--- config.mk ---
export PLATFORM = sky130hd
export DESIGN_NAME = trace_trig_sequencer
export DESIGN_NICKNAME = d
export VERILOG_FILES = /design/src/rtl/trace_trig_sequencer_pkg.sv /design/src/rtl/trace_seq_window_timer.sv /design/src/rtl/trace_trig_sequencer.sv
export SDC_FILE = /design/constraint.sdc
export NUM_CORES = 1
export LEC_CHECK = 0
export BUFFER_PORTS_ARGS = -buffer_cell sky130_fd_sc_hd__buf_4
export CORE_UTILIZATION = 30
export DETAILED_ROUTE_END_ITERATION = 7
export SLEW_MARGIN = 20
export SYNTH_ARGS = -nofsm -noshare
export SYNTH_HDL_FRONTEND = slang
export SYNTH_HIERARCHICAL = 1
export SYNTH_SLANG_ARGS = --single-unit
--- constraint.sdc ---
create_clock -name trace_clk -period 2.9 [get_ports trace_clk]
set_input_delay 0.145 -clock trace_clk [delete_from_list [all_inputs] [get_ports trace_clk]]
set_output_delay 0.145 -clock trace_clk [all_outputs]
set_load 0.02 [all_outputs]
--- src/rtl/trace_trig_sequencer_pkg.sv ---
// Shared encodings and widths for the ArmTrace trigger sequencer.
// The register block decodes O_state with these same enums.
package trace_trig_sequencer_pkg;

   localparam int TSEQ_MATCH_RULES  = 8;
   localparam int TSEQ_NUM_STAGES   = 4;
   localparam int TSEQ_WINDOW_WIDTH = 16;
   localparam int TSEQ_STAGE_BITS   = $clog2(TSEQ_NUM_STAGES);

   typedef enum logic [1:0] {
      TSEQ_IDLE = 2'd0,
      TSEQ_WAIT = 2'd1,
      TSEQ_FIRE = 2'd2,
      TSEQ_DONE = 2'd3
   } tseq_state_e;

   function automatic logic [7:0] tseq_sat_inc(input logic [7:0] v);
      return (v == 8'hFF) ? v : v + 8'd1;
   endfunction

endpackage

--- src/rtl/trace_seq_window_timer.sv ---
// Per-stage gap window: load W, count down, flag the last legal cycle.
// A zero count means the window is disabled.
module trace_seq_window_timer
   import trace_trig_sequencer_pkg::*;
#(
   parameter int pWINDOW_WIDTH = TSEQ_WINDOW_WIDTH
) (
   input  logic                     trace_clk,
   input  logic                     reset_i,
   input  logic                     clear,
   input  logic                     load,
   input  logic [pWINDOW_WIDTH-1:0] load_val,
   output logic                     expire
);

   logic [pWINDOW_WIDTH-1:0] cnt_q;

   always_ff @(posedge trace_clk) begin
      if (reset_i || clear) begin
         cnt_q <= '0;
      end else if (load) begin
         cnt_q <= load_val;
      end else if (cnt_q != '0) begin
         cnt_q <= cnt_q - 1'b1;
      end
   end

   // Count of 1 marks cycle n+W, the last cycle a hit is still accepted.
   assign expire = (cnt_q == pWINDOW_WIDTH'(1));

endmodule

--- src/rtl/trace_trig_sequencer.sv ---
// Multi-stage trigger sequencer: ordered rule hits with per-stage gap
// windows, firing a programmable-length trigger pulse.
module trace_trig_sequencer
   import trace_trig_sequencer_pkg::*;
#(
   parameter  int pMATCH_RULES  = TSEQ_MATCH_RULES,
   parameter  int pNUM_STAGES   = TSEQ_NUM_STAGES,
   parameter  int pWINDOW_WIDTH = TSEQ_WINDOW_WIDTH,
   localparam int pSTAGE_BITS   = $clog2(pNUM_STAGES)
) (
   input  logic                                 trace_clk,
   input  logic                                 reset_i,
   input  logic                                 I_arm,
   input  logic                                 I_abort,
   input  logic [pSTAGE_BITS-1:0]               I_num_stages,
   input  logic [pNUM_STAGES*pMATCH_RULES-1:0]  I_stage_rules,
   input  logic [pNUM_STAGES*pWINDOW_WIDTH-1:0] I_stage_window,
   input  logic [7:0]                           I_pulse_len,
   input  logic [pMATCH_RULES-1:0]              I_match,
   output logic                                 O_trigger,
   output logic [1:0]                           O_state,
   output logic [pSTAGE_BITS-1:0]               O_stage,
   output logic                                 O_done,
   output logic [7:0]                           O_timeout_count
);

   logic [pNUM_STAGES-1:0][pMATCH_RULES-1:0]  rules_sh;
   logic [pNUM_STAGES-1:0][pWINDOW_WIDTH-1:0] window_sh;
   logic [pSTAGE_BITS-1:0]                    num_sh;
   logic [7:0]                                plen_sh;

   tseq_state_e            state_q, state_d;
   logic [pSTAGE_BITS-1:0] stage_q, stage_d, stage_nx;
   logic                   done_q, done_d;
   logic [7:0]             tcnt_q, tcnt_d;
   logic [7:0]             pcnt_q, pcnt_d;
   logic                   trig_q;
   logic                   arm_q;
   logic                   arm_rise;
   logic                   hit;
   logic                   shadow_ld;
   logic                   tmr_clear;
   logic                   tmr_load;
   logic                   tmr_expire;

   assign arm_rise = I_arm & ~arm_q;
   assign stage_nx = stage_q + pSTAGE_BITS'(1);
   assign hit      = |(I_match & rules_sh[stage_q]);

   trace_seq_window_timer #(
      .pWINDOW_WIDTH (pWINDOW_WIDTH)
   ) u_window (
      .trace_clk (trace_clk),
      .reset_i   (reset_i),
      .clear     (tmr_clear),
      .load      (tmr_load),
      .load_val  (window_sh[stage_nx]),
      .expire    (tmr_expire)
   );

   always_comb begin
      state_d   = state_q;
      stage_d   = stage_q;
      done_d    = done_q;
      tcnt_d    = tcnt_q;
      pcnt_d    = pcnt_q;
      shadow_ld = 1'b0;
      tmr_clear = 1'b0;
      tmr_load  = 1'b0;
      if (I_abort) begin
         state_d   = TSEQ_IDLE;
         stage_d   = '0;
         pcnt_d    = '0;
         tmr_clear = 1'b1;
      end else if (arm_rise) begin
         state_d   = TSEQ_WAIT;
         stage_d   = '0;
         done_d    = 1'b0;
         tcnt_d    = '0;
         pcnt_d    = '0;
         shadow_ld = 1'b1;
         tmr_clear = 1'b1;
      end else begin
         case (state_q)
            TSEQ_WAIT: begin
               if (hit && (stage_q < num_sh)) begin
                  stage_d  = stage_nx;
                  tmr_load = 1'b1;
               end else if (hit) begin
                  state_d   = TSEQ_FIRE;
                  pcnt_d    = (plen_sh == 8'd0) ? 8'd1 : plen_sh;
                  tmr_clear = 1'b1;
               end else if (tmr_expire) begin
                  stage_d   = '0;
                  tcnt_d    = tseq_sat_inc(tcnt_q);
                  tmr_clear = 1'b1;
               end
            end
            TSEQ_FIRE: begin
               if (pcnt_q <= 8'd1) begin
                  state_d = TSEQ_DONE;
                  done_d  = 1'b1;
                  pcnt_d  = '0;
               end else begin
                  pcnt_d = pcnt_q - 8'd1;
               end
            end
            default: ;
         endcase
      end
   end

   // Edge detector tracks I_arm through reset so a held-high arm stays inert.
   always_ff @(posedge trace_clk) begin
      arm_q <= I_arm;
   end

   always_ff @(posedge trace_clk) begin
      if (reset_i) begin
         state_q <= TSEQ_IDLE;
         stage_q <= '0;
         done_q  <= 1'b0;
         tcnt_q  <= '0;
         pcnt_q  <= '0;
         trig_q  <= 1'b0;
      end else begin
         state_q <= state_d;
         stage_q <= stage_d;
         done_q  <= done_d;
         tcnt_q  <= tcnt_d;
         pcnt_q  <= pcnt_d;
         trig_q  <= (state_d == TSEQ_FIRE);
      end
   end

   always_ff @(posedge trace_clk) begin
      if (reset_i) begin
         rules_sh  <= '0;
         window_sh <= '0;
         num_sh    <= '0;
         plen_sh   <= '0;
      end else if (shadow_ld) begin
         rules_sh  <= I_stage_rules;
         window_sh <= I_stage_window;
         num_sh    <= I_num_stages;
         plen_sh   <= I_pulse_len;
      end
   end

   assign O_trigger       = trig_q;
   assign O_state         = state_q;
   assign O_stage         = stage_q;
   assign O_done          = done_q;
   assign O_timeout_count = tcnt_q;

endmodule

==> results.py <==
metrics = {
    "logic_synthesis": {
        "synth_nets": 952,
        "synth_top_cell_area_share_pct": 42.8,
        "syn_avg_cell_area_sq_um": 8.22,
        "synth.distinct_cells": 67,
        "ys_ff_latch": 145,
        "yosys.area.top_type": "dfxtp_1",
        "ys_seq_area_share_pct": 42.8,
        "synth_warnings": 6,
        "synthCells": 825,
        "synth_area_sq_um": 6790,
        "synthArstFlopShare_pct": 0,
        "ys_top_cells_by_count": "238 x nand2_1, 145 x dfxtp_1, 134 x a21oi_1, 40 x clkbuf_1, 24 x nor2_1",
        "synth_area_leaders": "dfxtp_1 43%, nand2_1 13%, a21oi_1 9.9%, mux4_2 6.0%, clkbuf_1 2.2%",
        "synth_edf_count": 0,
        "synth_flop_cell": "dfxtp_1",
        "synth_most_common_cell": "nand2_1",
    },
    "timing": {
        "finalHoldViolCount": 0,
        "slew_viol_final": 0,
        "slew_headroom_pct": 50.0,
        "fin_crit_ns": 2.79,
        "fin_skew_ns": 0.00956,
        "rsz0062_at_grt": "false",
        "fin_tns_setup_ns": 0,
        "setup_viol": 0,
        "tightest_slew_ns": 0.744,
        "period_share_pct": 96.1,
        "fmax_mhz": 359,
    },
    "worst_setup_path": {
        "end_kind": "flop",
        "max_stage_delay_ns": 0.36,
        "path_cells": "clkbuf_4 > buf_4 > mux2_2 > nand2_1 > and4b_2 > o21ai_2 > mux2_2 > a211o_1 > or2_4 > nor3_1 > and3_2 > a311o_1",
        "cp_num_buf_inv": 2,
        "crit_path_top_delay_cell": "dfxtp_4",
        "critical_path_peak_fanout": 5,
        "criticalPathCategory": "flop to flop",
        "arrival_ns": 3.16,
        "reg2reg_from": "O_stage[0]$_SDFFE_PP0P_",
        "cp-start-kind": "flop",
        "crit_path_start": "O_stage[0]$_SDFFE_PP0P_",
        "critPathRequiredTime_ns": 3.28,
        "path_common_cell": "mux2_2",
        "cp_top_family": "simple AND/OR/NAND/NOR gates",
    },
    "power_and_ir_drop": {
        "p_leak_nw": 3.77,
        "vdd_drop_max_v": 0.000410,
        "cellPowerDensity_nw_per_um2": 614,
    },
    "final_layout": {
        "layout.nets": 1183,
        "drive_gt1_share_pct": 23.3,
        "final_util_pct": 44.6,
        "area_delta_synth_final_pct": 44.9,
        "antenna_cells": 0,
    },
    "run": {
        "drv_cap": 0,
    },
    "routing": {
        "drc": 4,
        "avgViaCountPerCell": 5.01,
        "dr_total_vias": 6751,
        "drt_wl_total_um": 20900,
        "drt_iter0_drc": 435,
        "ant_nets": 0,
        "drt_pass1_iterations": 6,
        "wl_per_cell_um": 15.5,
    },
    "worst_hold_path": {
        "min_from": "I_num_stages[1]",
        "hold_class": "input port to flop",
    },
    "clocking": {
        "root_buffer": "clkbuf_16",
        "clk_pin_slew_ns": 0.06,
        "cts_tree": "done",
        "h-tree-depth": 4,
        "clockBufferDepth": 2,
        "cts_buffers": 17,
        "clock-sinks": 145,
        "clk_latency_ns": 0.43,
    },
    "global_route": {
        "globalRouteOverflowTotal": 0,
        "grt_first_pass_wirelength_um": 33200,
        "antenna_found_initial": 0,
        "grt_pass1_vias": 6455,
        "grt_usage_pct": 18.0,
        "grt_max_degree": 108,
    },
    "floorplan": {
        "die_h_um": 152,
        "pin_count": 132,
        "initial_core_util_pct": 30.8,
        "dieWidth_um": 152,
        "core-area_sq_um": 22000,
        "dieArea_sq_um": 23200,
        "num_rows": 54,
    },
    "run_status": {
        "status": "complete, but fails checks",
        "violations": "design-rule violations",
    },
    "placed_design": {
        "dp.final_hpwl_um": 14200,
        "portBuffers": 131,
        "gp_congestion": 0.833,
    },
}
==> metrics by stage <==
stage	hold slack (ns)	instance area [sq um]	instances	power, mW	setup slack, ns
2_1_floorplan	0.173	6790	825	3.28	0.0606
3_5_place_dp	0.261	8160	1210	3.73	0.0114
6_report	0.0152	9830	1348	6.03	0.112
3_3_place_gp	0.259	8160	1210	3.73	0.0351
4_1_cts	0.00191	9760	1343	6.02	0.0441
5_1_grt	0.0338	9830	1348	6.32	0.00326
==> registers in the layout (all words and copies together), names as in the netlist <==
name             count
O_done               1
O_stage              2
O_state              2
O_timeout_count      8
O_trigger            1
arm_q                1
num_sh               2
pcnt_q               8
plen_sh              8
rules_sh            32
u_window/cnt_q      16
window_sh           64
==> cell usage in the layout, fill, tap and decap left out, drive strengths merged, types with 3 or more instances in the layout <==
master,count
a211o,3
a211oi,5
a21boi,3
a21oi,135
a31oi,3
and3,4
and4,3
buf,162
clkbuf,21
clkinv,5
dfxtp,145
dlygate4sd3,102
ha,9
inv,18
mux2,10
mux2i,5
mux4,18
nand2,239
nand2b,13
nand3,9
nand4,7
nor2,25
nor2b,3
nor3,17
nor4,10
o211a,7
o21ai,17
o2bb2ai,3
o31a,3
o31ai,3
or3,11
or4,5
xnor2,4
xor2,5
==> kinds of logic (layout without fill, tap and decap cells) <==
kind of cell | after synthesis | after routing | synth area share (%)
multiplexers | 33 | 33 | 8.37
buffers and inverters | 68 | 311 | 4.06
adder cells (fa/ha/maj) | 9 | 9 | 1.66
flip-flops | 145 | 145 | 42.8
XOR/XNOR | 9 | 9 | 1.16
AO/OA/AOI/OAI | 205 | 205 | 18.0
AND/OR/NAND/NOR | 356 | 356 | 23.9
==> worst reg2reg max path, stage by stage, from the launching register on <==
cell,delay [ns]
dfxtp_4,0.36
clkbuf_4,0.17
buf_4,0.15
mux2_2,0.21
nand2_1,0.06
and4b_2,0.26
o21ai_2,0.17
mux2_2,0.35
a211o_1,0.31
or2_4,0.29
nor3_1,0.12
and3_2,0.20
a311o_1,0.10
==> area by class of cell <==
type	count	area, sq um
Clock buffer	20	447
Clock inverter	11	130
Fill cell	2185	12200
Inverter	15	56.3
Multi-Input combinational cell	612	3660
Sequential cell	145	2910
Tap cell	280	350
Timing Repair Buffer	265	2280
==> per-layer routing <==
metal  routed length, um  part of all wire (%)  GRT usage (%)
met2                9950                    48           29.4
met4                 333                   1.6           6.03
met3                 806                   3.9           3.30
met1                9810                    47           24.0
met5                   0                     0              0
==> power by group <==
part | internal, mW | total (mW) | switching (mW)
combinational | 0.786 | 1.62 | 0.835
sequential | 2.11 | 2.23 | 0.121
clock | 1.29 | 2.18 | 0.888
==> worst paths after layout <==
check	end	depth (start not counted)	slack, ns
setup / recovery	u_window/cnt_q[1]$_SDFFE_PP0P_	12	0.11
hold / removal	num_sh[1]$_SDFFE_PP0P_	3	0.02
setup reg to reg	u_window/cnt_q[1]$_SDFFE_PP0P_	12	0.11
hold reg to reg	window_sh[1]$_SDFFE_PP0P_	2	0.45
==> what timing repair did <==
item	4_1_cts	5_1_grt
gates resized for setup	1	9
endpoints found under the setup margin	2	9
gates cloned	0	0
hold buffers	102	0
pin swaps	0	1
setup buffers	0	5
endpoints found under the hold margin	102	0
Power figures use the tool's default switching activity.
